$ cat src/rtl/btn_evt_pkg.sv
// rtl/btn_evt_pkg.sv - shared widths, repeat-FSM states and the empty-event constant
package btn_evt_pkg;

  localparam int unsigned BTN_W = 4;

  typedef enum logic [1:0] {
    IDLE   = 2'd0,
    DELAY  = 2'd1,
    REPEAT = 2'd2
  } state_e;

  localparam logic [BTN_W-1:0] NO_EVT = '0;

endpackage

$ cat src/rtl/btn_evt_fifo.sv
// rtl/btn_evt_fifo.sv - small event FIFO with registered read port; a pop on empty is ignored
module btn_evt_fifo #(
  parameter int unsigned WIDTH = 4,
  parameter int unsigned DEPTH = 4
) (
  input  logic             clock,
  input  logic             reset,
  input  logic             push,
  input  logic [WIDTH-1:0] din,
  input  logic             pop,
  output logic [WIDTH-1:0] dout,
  output logic             empty,
  output logic             full
);

  localparam int unsigned AW = (DEPTH > 1) ? $clog2(DEPTH) : 1;
  localparam logic [AW:0] FULL_CNT = DEPTH[AW:0];

  logic [WIDTH-1:0] mem_q [DEPTH];
  logic [AW-1:0]    wr_ptr_q, rd_ptr_q;
  logic [AW:0]      count_q, count_d;
  logic [WIDTH-1:0] dout_q;
  logic             do_pop, do_push;

  assign empty = (count_q == '0);
  assign full  = (count_q == FULL_CNT);
  assign dout  = dout_q;

  // A pop frees a slot in the same cycle, so a full FIFO still takes the push.
  assign do_pop  = pop & ~empty;
  assign do_push = push & (~full | do_pop);

  always_comb begin
    count_d = count_q;
    case ({do_push, do_pop})
      2'b10:   count_d = count_q + 1'b1;
      2'b01:   count_d = count_q - 1'b1;
      default: count_d = count_q;
    endcase
  end

  always_ff @(posedge clock) begin
    if (do_push) mem_q[wr_ptr_q] <= din;
  end

  always_ff @(posedge clock or negedge reset) begin
    if (!reset) begin
      wr_ptr_q <= '0;
      rd_ptr_q <= '0;
      count_q  <= '0;
      dout_q   <= '0;
    end else begin
      count_q <= count_d;
      if (do_push) wr_ptr_q <= wr_ptr_q + AW'(1);
      if (do_pop) begin
        rd_ptr_q <= rd_ptr_q + AW'(1);
        dout_q   <= mem_q[rd_ptr_q];
      end
    end
  end

endmodule

$ cat src/rtl/btn_evt_queue.sv
// rtl/btn_evt_queue.sv - button press/auto-repeat event queue with start/done read handshake
// Auto-repeat is built only when BTN_EVT_REPEAT_EN is defined.
module btn_evt_queue
  import btn_evt_pkg::*;
#(
  parameter int unsigned DEPTH         = 4,
  parameter int unsigned REPEAT_DELAY  = 12500000,
  parameter int unsigned REPEAT_PERIOD = 5000000,
  parameter int unsigned CNT_W         = 24
) (
  input  logic             clock,
  input  logic             reset,
  input  logic             start_port,
  input  logic [BTN_W-1:0] btn,
  output logic             done_port,
  output logic [BTN_W-1:0] out1
);

  logic [BTN_W-1:0] prev_q;
  logic [BTN_W-1:0] press, rpt, evt;
  logic             done_q, hit_q;
  logic [BTN_W-1:0] fifo_dout;
  logic             fifo_empty, fifo_full_unused;

  assign press = btn & ~prev_q;
  assign evt   = press | rpt;

`ifdef BTN_EVT_REPEAT_EN
  localparam logic [CNT_W-1:0] DLY_LAST = CNT_W'(REPEAT_DELAY - 1);
  localparam logic [CNT_W-1:0] PER_LAST = CNT_W'(REPEAT_PERIOD - 1);

  state_e           state_q, state_d;
  logic [CNT_W-1:0] cnt_q, cnt_d;

  // Any change of the held vector restarts the full initial delay.
  always_comb begin
    state_d = state_q;
    cnt_d   = cnt_q;
    rpt     = NO_EVT;
    case (state_q)
      IDLE: begin
        cnt_d = '0;
        if (btn != NO_EVT) state_d = DELAY;
      end
      DELAY, REPEAT: begin
        if (btn == NO_EVT) begin
          state_d = IDLE;
          cnt_d   = '0;
        end else if (btn != prev_q) begin
          state_d = DELAY;
          cnt_d   = '0;
        end else if (cnt_q == ((state_q == DELAY) ? DLY_LAST : PER_LAST)) begin
          rpt     = btn;
          state_d = REPEAT;
          cnt_d   = '0;
        end else begin
          cnt_d = cnt_q + CNT_W'(1);
        end
      end
      default: begin
        state_d = IDLE;
        cnt_d   = '0;
      end
    endcase
  end

  always_ff @(posedge clock or negedge reset) begin
    if (!reset) begin
      state_q <= IDLE;
      cnt_q   <= '0;
    end else begin
      state_q <= state_d;
      cnt_q   <= cnt_d;
    end
  end
`else
  logic rpt_cfg_unused;

  assign rpt            = NO_EVT;
  assign rpt_cfg_unused = ^{REPEAT_DELAY, REPEAT_PERIOD, CNT_W};
`endif

  btn_evt_fifo #(
    .WIDTH(BTN_W),
    .DEPTH(DEPTH)
  ) u_fifo (
    .clock(clock),
    .reset(reset),
    .push (evt != NO_EVT),
    .din  (evt),
    .pop  (start_port),
    .dout (fifo_dout),
    .empty(fifo_empty),
    .full (fifo_full_unused)
  );

  // The FIFO read register only moves on a real pop, so it doubles as the held result.
  assign done_port = done_q;
  assign out1      = hit_q ? fifo_dout : NO_EVT;

  always_ff @(posedge clock or negedge reset) begin
    if (!reset) begin
      prev_q <= NO_EVT;
      done_q <= 1'b0;
      hit_q  <= 1'b0;
    end else begin
      prev_q <= btn;
      done_q <= start_port;
      if (start_port) hit_q <= ~fifo_empty;
    end
  end

endmodule

$ cat config.mk
export PLATFORM = sky130hd
export DESIGN_NAME = btn_evt_queue
export DESIGN_NICKNAME = d
export VERILOG_FILES = /design/src/rtl/btn_evt_pkg.sv /design/src/rtl/btn_evt_fifo.sv /design/src/rtl/btn_evt_queue.sv
export SDC_FILE = /design/constraint.sdc
export NUM_CORES = 1
export LEC_CHECK = 0
export CAP_MARGIN = 5
export CORE_ASPECT_RATIO = 1.25
export CORE_MARGIN = 5
export CORE_UTILIZATION = 40
export CTS_CLUSTER_SIZE = 14
export DETAILED_ROUTE_END_ITERATION = 16
export GPL_TIMING_DRIVEN = 0
export PLACE_DENSITY = 0.7
export RECOVER_POWER = 50
export SLEW_MARGIN = 30
export SYNTH_ARGS = -nofsm -noshare
export SYNTH_HDL_FRONTEND = slang
export SYNTH_SLANG_ARGS = --single-unit
$ cat constraint.sdc
create_clock -name clock -period 2.7 [get_ports clock]
set_input_delay 0.54 -clock clock [delete_from_list [all_inputs] [get_ports clock]]
set_output_delay 0.54 -clock clock [all_outputs]
set_load 0.05 [all_outputs]
-- After elaboration in Yosys (flattened, before gate mapping)
Memories as Yosys holds them, arrays and structs flattened. A register that Yosys moved wholly into a read port is not among the register bits.
Cells that the tools add are included.
- register bits after elaboration: 13
- memory bits (writable): 16
- output and inout bits: 5
- memories kept: 1
- bitwise operators: 7
- equal/unequal tests: 3
- mux-type cells: 4
- reduce and logical (&&, ||, !) cells: 4
- add/sub/neg operators: 4
- memory list (name ; words ; width ; rd ports ; clocked after Yosys merged registers in ; wr ports ; line ; RTL):
    u_fifo.mem_q ; 4 ; 4 ; 1 ; 1 ; 1 ; btn_evt_fifo.sv:19 ; logic [WIDTH-1:0] mem_q [DEPTH];
- operator list (kind ; count):
    one-hot mux 3 bit (2 select lines) ; 1
    adder 2 x 1 -> 2 bit, second input constant ; 2
    bitwise AND 4 bit ; 1
    two-way mux 4 bit ; 1
    NOT 4 bit ; 1
    nonzero test 4 bit ; 1
    adder 3 x 1 -> 3 bit, second input constant ; 1
    == test 3 bit, second input constant ; 1
    logical NOT 3 bit ; 1
    subtractor 3 x 1 -> 3 bit, second input constant ; 1
    bitwise AND 1 bit ; 2
    == test 2 x 1 -> 1 bit, second input constant ; 1
    == test 2 bit, second input constant ; 1
    two-way mux 1 bit ; 2
    NOT 1 bit ; 2
    nonzero test 2 bit ; 1
    logical NOT 1 bit ; 1
    bitwise OR 1 bit ; 1

-- Depth between registers and ports, before layout
Gate-level depths: netlist of the first run.
- depth in word-level cells: 7
- gate-level depth with buffers: 8

-- By module
From an unflattened synthesis of the first run, not the netlist that was laid out.
- cell total of the unflattened synthesis: 102
- area total of the unflattened synthesis: 1502.7 µm²
- by module, submodules not included (module ; area each (µm²) ; cells each ; times used):
    btn_evt_fifo ; 1286.2 ; 85 ; 1
    btn_evt_queue ; 216.5 ; 17 ; 1

-- Least setup slack after synthesis of the first run
No wires, ideal clock.
- path type: input-to-reg
- start: input port btn[3]
- end: register u_fifo.count_q[2]
- path buffers: 0
- library setup time: 71 ps
- data required time: 2629 ps
- stages: 6
- path slack: 413 ps
- data arrival time: 2216 ps
- cells stage by stage: nor2b_1 -> nor4_4 -> nand2_1 -> fa_1 -> or4_1 -> nand4_1
- longest elaborated chain between the ends: 5
- RTL lines (what ; line ; RTL):
    start, declared ; btn_evt_queue.sv:14 ; input logic [BTN_W-1:0] btn,
    bitwise AND 4 bit (*) ; btn_evt_queue.sv:25 ; assign press = btn & ~prev_q;
    nonzero test 4 bit (*) ; btn_evt_queue.sv:89 ; .push (evt != NO_EVT),
    bitwise AND 1 bit (*) ; btn_evt_fifo.sv:31 ; assign do_push = push & (~full | do_pop);
    == test 2 x 1 -> 1 bit / == test 2 bit (equally long branches) ; btn_evt_fifo.sv:35 ; case ({do_push, do_pop})
    one-hot mux 3 bit (2 select lines) / nonzero test 2 bit (equally long branches) ; - ;
    end signal, assigned ; btn_evt_fifo.sv:53 ; count_q <= count_d;
    end, declared ; btn_evt_fifo.sv:21 ; logic [AW:0] count_q, count_d;
Mark *: on every way between the ends. The rest lies on a longest branch, timed or not.
A chain may end at the register's enable or synchronous reset.

-- Worst setup path after layout of the first run
- start: input port btn[1]
- end: register u_fifo.count_q[2]
- longest elaborated chain between the ends: 5
- RTL lines (what ; line ; RTL):
    bitwise AND 4 bit (*) ; btn_evt_queue.sv:25 ;
    net evt[1] ; btn_evt_queue.sv:20 ; logic [BTN_W-1:0] press, rpt, evt;
    nonzero test 4 bit (*) ; btn_evt_queue.sv:89 ;
    bitwise AND 1 bit (*) ; btn_evt_fifo.sv:31 ;
    == test 2 x 1 -> 1 bit / == test 2 bit (equally long branches) ; btn_evt_fifo.sv:35 ;
    one-hot mux 3 bit (2 select lines) / nonzero test 2 bit (equally long branches) ; - ;
The timed path passes the listed nets; every way through them passes the cells marked *.

==> results of run 1 <==
[cell type report]
class	instances	area, um2	area share
Buffer	2	15.0	0.00890
Clock buffer	8	90.1	0.0534
Inverter	6	22.5	0.0133
Multi-Input combinational cell	48	480	0.285
Sequential cell	33	906	0.537
Tap cell	39	48.8	0.0289
Timing Repair Buffer	13	125	0.0741
[worst reg2reg max path: stages (launching register included)]
cell,delay [ps]
dfrtp_1,320
nor2b_1,100
nor4_4,460
nand2_1,130
fa_2,390
or4_1,520
nand4_1,100
[cells in the mapped netlist, drive strengths merged, types with 2 or more instances]
master  number
a21o         2
mux2i        2
inv          6
ha           4
nor2         2
nor2b        4
dfrtp       17
and2         9
mux2         5
nand2        3
mux4         4
xnor2        3
edfxtp      16
[per-layer routing]
metal | up-vias | share of wire | track usage
li1 | 354 | - | -
met1 | 369 | 0.41 | 0.124
met2 | 17 | 0.51 | 0.167
met3 | 6 | 0.053 | 0.0439
met4 | 0 | 0.023 | 0.0499
met5 | - | 0 | 0
[worst paths after layout]
check | startpoint | endpoint | cells past startpoint
setup / recovery | btn[1] | u_fifo.count_q[2] | 7
hold / removal | u_fifo.dout[3] | u_fifo.dout[3] | 1
setup reg to reg | prev_q[3] | u_fifo.count_q[2] | 6
hold reg to reg | u_fifo.dout[3] | u_fifo.dout[3] | 1
max in group asynchronous | reset | u_fifo.dout[3] | 1
min in group asynchronous | reset | u_fifo.wr_ptr_q[1] | 1
[repair_timing]
action                     in CTS  in global routing
resized for setup               0                  1
setup buffers                   0                  2
setup endpoints to repair       0                  1
[through the flow]
stage           util  setup TNS [ps]  hold slack, ps
3_3_place_gp   0.456            -145             490
4_1_cts        0.482               0             511
2_1_floorplan      -               0             244
3_5_place_dp   0.456            -225             496
6_report       0.485               0             504
5_1_grt        0.485               0             531
[logic make-up (layout without fill, tap and decap cells)]
logic type                 count (synthesis)  count (layout)
AOI/OAI and AO/OA                          5               5
buffers and inverters                      8              29
DFF                                       33              33
adders and majority gates                  5               5
xor gates and xnor gates                   4               4
muxes                                     11              11
and+or+nand+nor                           23              23
[registers in the layout (all words and copies together), names as in the netlist]
| name | cells |
|---|---|
| u_fifo.mem_q | 16 |
| prev_q | 4 |
| u_fifo.wr_ptr_q | 2 |
| hit_q | 1 |
| done_port | 1 |
| u_fifo.dout | 4 |
| u_fifo.rd_ptr_q | 2 |
| u_fifo.count_q | 3 |
[power breakdown]
group | internal [uW] | total [uW] | switching [uW]
logic | 329 | 664 | 335
clock network | 208 | 374 | 167
registers | 701 | 791 | 90.0
==> flow_metrics.env, run 1 <==
export IMPL_cp_end_kind="register"
export IMPL_slowest_stage="dlygate4sd3_1"
export IMPL_h_tree_depth=2
export IMPL_final_cell_mix="dfrtp_1 (17), edfxtp_1 (16), and2_1 (9), clkdlybuf4s50_1 (8)"
export IMPL_crit_chain="dlygate4sd3_1, nor2b_1, nor4_4, nand2_1, fa_2, or4_1, nand4_1"
export IMPL_critPathBufInv=1
export IMPL_rsz0062_at_grt="false"
export IMPL_finalMaxSlewViolations=0
export IMPL_power_density_nw_per_um2=1080
export IMPL_cts_root_buf="clkbuf_8"
export IMPL_cts_tree="done"
export IMPL_synthTopCellsByArea="edfxtp_1 (34%), dfrtp_1 (30%), mux4_2 (6.3%)"
export IMPL_dieWidth_um=63.5
export IMPL_cp_top_family="simple AND/OR/NAND/NOR gates"
export IMPL_io_pins=12
export IMPL_synth_xor_area_frac=0.0245
export IMPL_yosysTopAreaCell="edfxtp_1"
export IMPL_grt_overflow=0
export IMPL_rows=24
export IMPL_required_ps=2920
export IMPL_first_pass_iters=4
export IMPL_finalInstanceArea_um2=1690
export IMPL_ant_nets=0
export IMPL_hp_class="reg2reg"
export IMPL_cts_buffer_depth=2
export IMPL_drc=0
export IMPL_critPathMaxFanout=6
export IMPL_place_ws_ps=-225
export IMPL_grt_usage=0.106
export IMPL_syn_to_final_growth_pct=18.1
export IMPL_core_um2=3480
export IMPL_peakVddDrop_uv=578
export IMPL_synth_top_area_frac=0.336
export IMPL_gp_congestion=0.692
export IMPL_r2r_slack_ps=620
export IMPL_nFillCells=315
export IMPL_final_cells=149
export IMPL_grt_max_degree=18
export IMPL_ys_ff_latch=33
export IMPL_mostFrequentLayoutCell="dfrtp_1"
export IMPL_critPathLaunchType="input pin"
export IMPL_hold_buffers=0
export IMPL_synth_nets=101
export IMPL_place_area_um2=1590
export IMPL_ys_flop_type="dfrtp_1"
export IMPL_outcome="finished clean"
export IMPL_grt_pass1_vias=817
export IMPL_setup_ws_ps=153
export IMPL_routed_via_density=5.01
export IMPL_crit_type="in2reg"
export IMPL_dp_hpwl_um=1650
export IMPL_cts_buffers=5
export IMPL_port_buffers=11
export IMPL_cap_violations=0
export IMPL_grt_pass1_wl_um=3960
export IMPL_synthArstFlopShare=0.515
export IMPL_fin_crit_sh=0.943
export IMPL_syn_inst=89
export IMPL_hold_viol_final=0
export IMPL_ys_seq_area_frac=0.634
export IMPL_synth_fa_ha_area_frac=0.0490
export IMPL_wirelength_um=2260
export IMPL_drt_iter0_markers=5
export IMPL_synth_area_mux_share=0.127
export IMPL_max_stage_delay_ps=550
export IMPL_synth_area_um2=1430
export IMPL_synth_compound_area_frac=0.0289
export IMPL_clkSlewWorstSetupHoldPaths_ps=60
export IMPL_leakagePower_uw=0.000679
export IMPL_power_uw=1830
export IMPL_die_h_um=76.8
export IMPL_antenna_cells=0
export IMPL_setup_viol=0
export IMPL_slew_headroom=0.475
export IMPL_start_util=0.410
export IMPL_synthDistinctLibCells=27
export IMPL_worst_pin_slew_ps=785
export IMPL_yosys_warnings=0
export IMPL_fin_crit_ps=2550
export IMPL_antenna_found_initial=0
export IMPL_fmax_mhz=393
export IMPL_critPathArrivalTime_ps=2760
export IMPL_skew_ps=2.11
export IMPL_die_area_um2=4870
export IMPL_synth_simple_area_share=0.110
export IMPL_dp_cells=139
export IMPL_cts_sinks=33
export IMPL_wl_per_cell_um=15.1
export IMPL_fin_nets=121
export IMPL_synth_top_family_by_area="multiplexers"
export IMPL_via_count=746
export IMPL_layout_drive_gt1_share=0.191
export IMPL_synth_edf_count=16
export IMPL_clk_latency_ps=280
export IMPL_avgSynthCellArea_um2=16.1
(Power assumes the default switching activity.)
==> inputs of run 2 (changes only) <==
--- a/config.mk
+++ b/config.mk
@@ -12,6 +12,7 @@
 export CTS_CLUSTER_SIZE = 14
 export DETAILED_ROUTE_END_ITERATION = 16
 export GPL_TIMING_DRIVEN = 0
+export MAX_ROUTING_LAYER = met4
 export PLACE_DENSITY = 0.7
 export RECOVER_POWER = 50
 export SLEW_MARGIN = 30
==> constraint.sdc (replaced) <==
create_clock -name clock -period 2.85 [get_ports clock]
set_input_delay 0.57 -clock clock [delete_from_list [all_inputs] [get_ports clock]]
set_output_delay 0.57 -clock clock [all_outputs]
set_load 0.05 [all_outputs]
==> flow_metrics.env, run 2 (synthesis gave the netlist of run 1 again) <==
export IMPL_hold_viol_final=0
export IMPL_gp_congestion=0.700
export IMPL_setup_viol=0
export IMPL_io_pins=12
export IMPL_critPathLaunchType="input pin"
export IMPL_cts_buffers=5
export IMPL_core_um2=3480
export IMPL_fin_crit_ps=2670
export IMPL_fmax_mhz=375
export IMPL_mostFrequentLayoutCell="dfrtp_1"
export IMPL_cts_root_buf="clkbuf_8"
export IMPL_p_int_uw=1170
export IMPL_power_density_nw_per_um2=1030
export IMPL_hp_class="reg2reg"
export IMPL_slew_headroom=0.479
export IMPL_cap_violations=0
export IMPL_antenna_found_initial=0
export IMPL_port_buffers=11
export IMPL_dp_hpwl_um=1650
export IMPL_power_uw=1730
export IMPL_via_count=735
export IMPL_grt_max_degree=18
export IMPL_final_cell_mix="dfrtp_1 (17), edfxtp_1 (16), and2_1 (9), clkdlybuf4s50_1 (9)"
export IMPL_cts_buffer_depth=2
export IMPL_die_area_um2=4870
export IMPL_drt_iter0_markers=9
export IMPL_max_stage_delay_ps=530
export IMPL_grt_usage=0.109
export IMPL_power_switching_uw=560
export IMPL_fin_nets=119
export IMPL_top_register="u_fifo.mem_q"
export IMPL_largest_reg_flops=16
export IMPL_cts_resized=0
export IMPL_cts_sinks=33
export IMPL_h_tree_depth=2
export IMPL_tns_ps=0
export IMPL_ant_nets=0
export IMPL_postCtsSetupRepairBufs=0
export IMPL_routed_via_density=5.00
export IMPL_peakVddDrop_uv=547
export IMPL_die_h_um=76.8
export IMPL_cts_tree="done"
export IMPL_outcome="finished clean"
export IMPL_leakagePower_uw=0.000674
export IMPL_switching_share=0.324
export IMPL_clk_latency_ps=280
export IMPL_drc=0
export IMPL_cp_end_kind="register"
export IMPL_grt_pass1_wl_um=4000
export IMPL_start_util=0.410
export IMPL_skew_ps=1.37
export IMPL_critPathArrivalTime_ps=2880
export IMPL_crit_chain="clkdlybuf4s50_1, nor2b_1, nor4_4, nand2_1, fa_1, or4_1, nand4_1"
export IMPL_hold_buffers=0
export IMPL_critPathMaxFanout=7
export IMPL_required_ps=3060
export IMPL_worst_pin_slew_ps=779
export IMPL_first_pass_iters=4
export IMPL_wirelength_um=2250
export IMPL_seqPwrFrac=0.435
export IMPL_slowest_stage="or4_1"
export IMPL_antenna_cells=0
export IMPL_power_frac_comb=0.361
export IMPL_layout_drive_gt1_share=0.176
export IMPL_power_frac_clock=0.205
export IMPL_rsz0062_at_grt="false"
export IMPL_rows=24
export IMPL_finalMaxSlewViolations=0
export IMPL_dieWidth_um=63.5
export IMPL_syn_to_final_growth_pct=17.4
export IMPL_wl_per_cell_um=15.3
export IMPL_fin_crit_sh=0.936
export IMPL_clkSlewWorstSetupHoldPaths_ps=60
export IMPL_grt_pass1_vias=814
export IMPL_grt_overflow=0
export IMPL_crit_type="in2reg"
[run 2: power by group through the flow]
stage / registers [uW] / logic [uW] / clock network [uW]
floorplan: 735 / 500 / 0
CTS: 754 / 639 / 369
detailed placement: 761 / 638 / 0
finish: 751 / 624 / 354
global route: 772 / 693 / 396
global placement: 751 / 606 / 0
[run 2: routing by layer]
metal / up-vias / GRT usage / share of wire / wire (um)
met1: 362 / 0.127 / 0.41 / 923
met2: 17 / 0.166 / 0.51 / 1150
met5: - / - / 0 / 0
met3: 6 / 0.0439 / 0.052 / 117
li1: 350 / - / - / -
met4: 0 / 0.0499 / 0.023 / 52
[run 2: path summary, 6_finish.rpt]
kind                                      from                  to  slack (ps)  cells past startpoint
worst max-delay path                    btn[3]   u_fifo.count_q[2]         180                      7
worst min-delay path            u_fifo.dout[3]      u_fifo.dout[3]         510                      1
worst max register to register       prev_q[2]   u_fifo.count_q[2]         650                      6
worst min register to register  u_fifo.dout[3]      u_fifo.dout[3]         510                      1
max in group asynchronous                reset      u_fifo.dout[3]        1550                      1
min in group asynchronous                reset  u_fifo.wr_ptr_q[1]         810                      1
[run 2: worst max-delay path: cells and delay by family]
family / cells / cell delay [ps]
fa+ha+maj: 1 / 450
simple gates: 5 / 1450
buf+inv: 1 / 410
[run 2: through the flow]
step / hold WS [ps] / setup WS [ps] / cell area (um2) / std cells / utilization
final: 508 / 182 / 1680 / 147 / 0.482
after floorplan: 274 / 533 / 1430 / 89 / -
after global routing: 531 / 59.2 / 1680 / 147 / 0.482
after global placement: 490 / -25.5 / 1590 / 139 / 0.456
after detailed placement: 496 / -105 / 1590 / 139 / 0.456
after CTS: 511 / 184 / 1680 / 147 / 0.482
[run 2: cell type report]
cell class                      count  area, um2
Fill cell                         316       1810
Sequential cell                    33        906
Multi-Input combinational cell     48        485
Timing Repair Buffer               11        110
Clock buffer                        8       90.1
Tap cell                           39       48.8
Inverter                            6       22.5
Buffer                              2       15.0
==> inputs of run 3 (changes only) <==
--- a/config.mk
+++ b/config.mk
@@ -9,10 +9,9 @@
 export CORE_ASPECT_RATIO = 1.25
 export CORE_MARGIN = 5
 export CORE_UTILIZATION = 40
-export CTS_CLUSTER_SIZE = 14
+export CTS_CLUSTER_SIZE = 8
 export DETAILED_ROUTE_END_ITERATION = 16
 export GPL_TIMING_DRIVEN = 0
-export MAX_ROUTING_LAYER = met4
 export PLACE_DENSITY = 0.7
 export RECOVER_POWER = 50
 export SLEW_MARGIN = 30
==> flow_metrics.env, run 3 (synthesis gave the netlist of run 1 again) <==
export IMPL_io_pins=12
export IMPL_critPathMaxFanout=7
export IMPL_port_buffers=11
export IMPL_crit_chain="clkdlybuf4s50_1, nor2b_1, nor4_4, nand2_1, fa_1, or4_1, nand4_1"
export IMPL_grt_pass1_wl_um=3960
export IMPL_crit_type="in2reg"
export IMPL_cts_resized=0
export IMPL_cts_buffer_depth=2
export IMPL_layout_drive_gt1_share=0.176
export IMPL_die_h_um=76.8
export IMPL_ant_nets=0
export IMPL_slew_headroom=0.477
export IMPL_slowest_stage="or4_1"
export IMPL_outcome="finished clean"
export IMPL_grt_usage=0.106
export IMPL_wl_per_cell_um=15.3
export IMPL_core_um2=3480
export IMPL_rsz0062_at_grt="false"
export IMPL_via_count=748
export IMPL_worst_pin_slew_ps=782
export IMPL_die_area_um2=4870
export IMPL_rows=24
export IMPL_largest_reg_flops=16
export IMPL_dieWidth_um=63.5
export IMPL_hold_ws_ps=508
export IMPL_hold_viol_final=0
export IMPL_cts_buffers=5
export IMPL_path_depth=7
export IMPL_dp_hpwl_um=1650
export IMPL_skew_ps=1.48
export IMPL_final_cells=147
export IMPL_wirelength_um=2240
export IMPL_required_ps=3070
export IMPL_cts_tree="done"
export IMPL_hold_buffers=0
export IMPL_cts_root_buf="clkbuf_8"
export IMPL_antenna_found_initial=0
export IMPL_gp_congestion=0.692
export IMPL_postCtsSetupRepairBufs=0
export IMPL_grt_overflow=0
export IMPL_final_cell_mix="dfrtp_1 (17), edfxtp_1 (16), and2_1 (9), clkdlybuf4s50_1 (9)"
export IMPL_drt_iter0_markers=8
export IMPL_cap_violations=0
export IMPL_fin_crit_sh=0.934
export IMPL_peakVddDrop_uv=547
export IMPL_drc=0
export IMPL_holdPathStages=1
export IMPL_hp_class="reg2reg"
export IMPL_cp_top_family="simple AND/OR/NAND/NOR gates"
export IMPL_fin_crit_ps=2660
export IMPL_clk_latency_ps=280
export IMPL_setup_viol=0
export IMPL_nFillCells=316
export IMPL_top_register="u_fifo.mem_q"
export IMPL_first_pass_iters=4
export IMPL_fin_nets=119
export IMPL_antenna_cells=0
export IMPL_max_stage_delay_ps=530
export IMPL_cts_sinks=33
export IMPL_power_density_nw_per_um2=1030
export IMPL_clkSlewWorstSetupHoldPaths_ps=60
export IMPL_fmax_mhz=375
export IMPL_critPathBufInv=1
export IMPL_critPathArrivalTime_ps=2880
export IMPL_h_tree_depth=2
export IMPL_finalMaxSlewViolations=0
export IMPL_routed_via_density=5.09
export IMPL_syn_to_final_growth_pct=17.4
export IMPL_start_util=0.410
export IMPL_cp_end_kind="register"
export IMPL_mostFrequentLayoutCell="dfrtp_1"
export IMPL_leakagePower_uw=0.000674
export IMPL_critPathLaunchType="input pin"
export IMPL_grt_max_degree=18
export IMPL_reg2regPathDepth=6
export IMPL_grt_pass1_vias=817
export IMPL_dp_cells=139
run 3: cell type report:
type | instances | area [um2] | area share
clock buffer | 8 | 90.1 | 0.0537
sequential | 33 | 906 | 0.540
buffer | 2 | 15.0 | 0.00895
timing repair buffer | 11 | 110 | 0.0656
multi-input combinational | 48 | 485 | 0.289
tap | 39 | 48.8 | 0.0291
inverter | 6 | 22.5 | 0.0134
run 3: final timing paths:
path	endpoint	slack (ps)	from
worst max-delay path	u_fifo.count_q[2]	190	btn[3]
worst min-delay path	u_fifo.dout[3]	510	u_fifo.dout[3]
worst max register to register	u_fifo.count_q[2]	650	prev_q[2]
worst min register to register	u_fifo.dout[3]	510	u_fifo.dout[3]
max in group asynchronous	u_fifo.dout[3]	1550	reset
min in group asynchronous	u_fifo.wr_ptr_q[1]	810	reset
run 3: metal layers:
metal / part of all wire / vias to the layer above / track usage / routed length, um
met5: 0 / - / 0 / 0
met3: 0.057 / 7 / 0.0439 / 129
met2: 0.51 / 22 / 0.167 / 1150
met4: 0.025 / 0 / 0.0499 / 55
met1: 0.40 / 368 / 0.124 / 905
li1: - / 351 / - / -
run 3: stage by stage:
step           utilization  total power (uW)  TNS [ps]  worst slack, ps  area, um2
4_1_cts              0.482              1760         0              184       1680
2_1_floorplan            -              1230         0              533       1430
6_report             0.482              1730         0              187       1680
3_5_place_dp         0.456              1400      -105             -105       1590
3_3_place_gp         0.456              1360     -25.5            -25.5       1590
5_1_grt              0.482              1860         0             59.2       1680
run 3: where the power goes:
part / internal, uW / total (uW) / switching [uW] / leakage [uW]
Combinational: 307 / 624 / 317 / 0.000278
Sequential: 665 / 750 / 85.7 / 0.000350
Clock: 197 / 354 / 158 / 0.0000455
Total: 1170 / 1730 / 560 / 0.000674
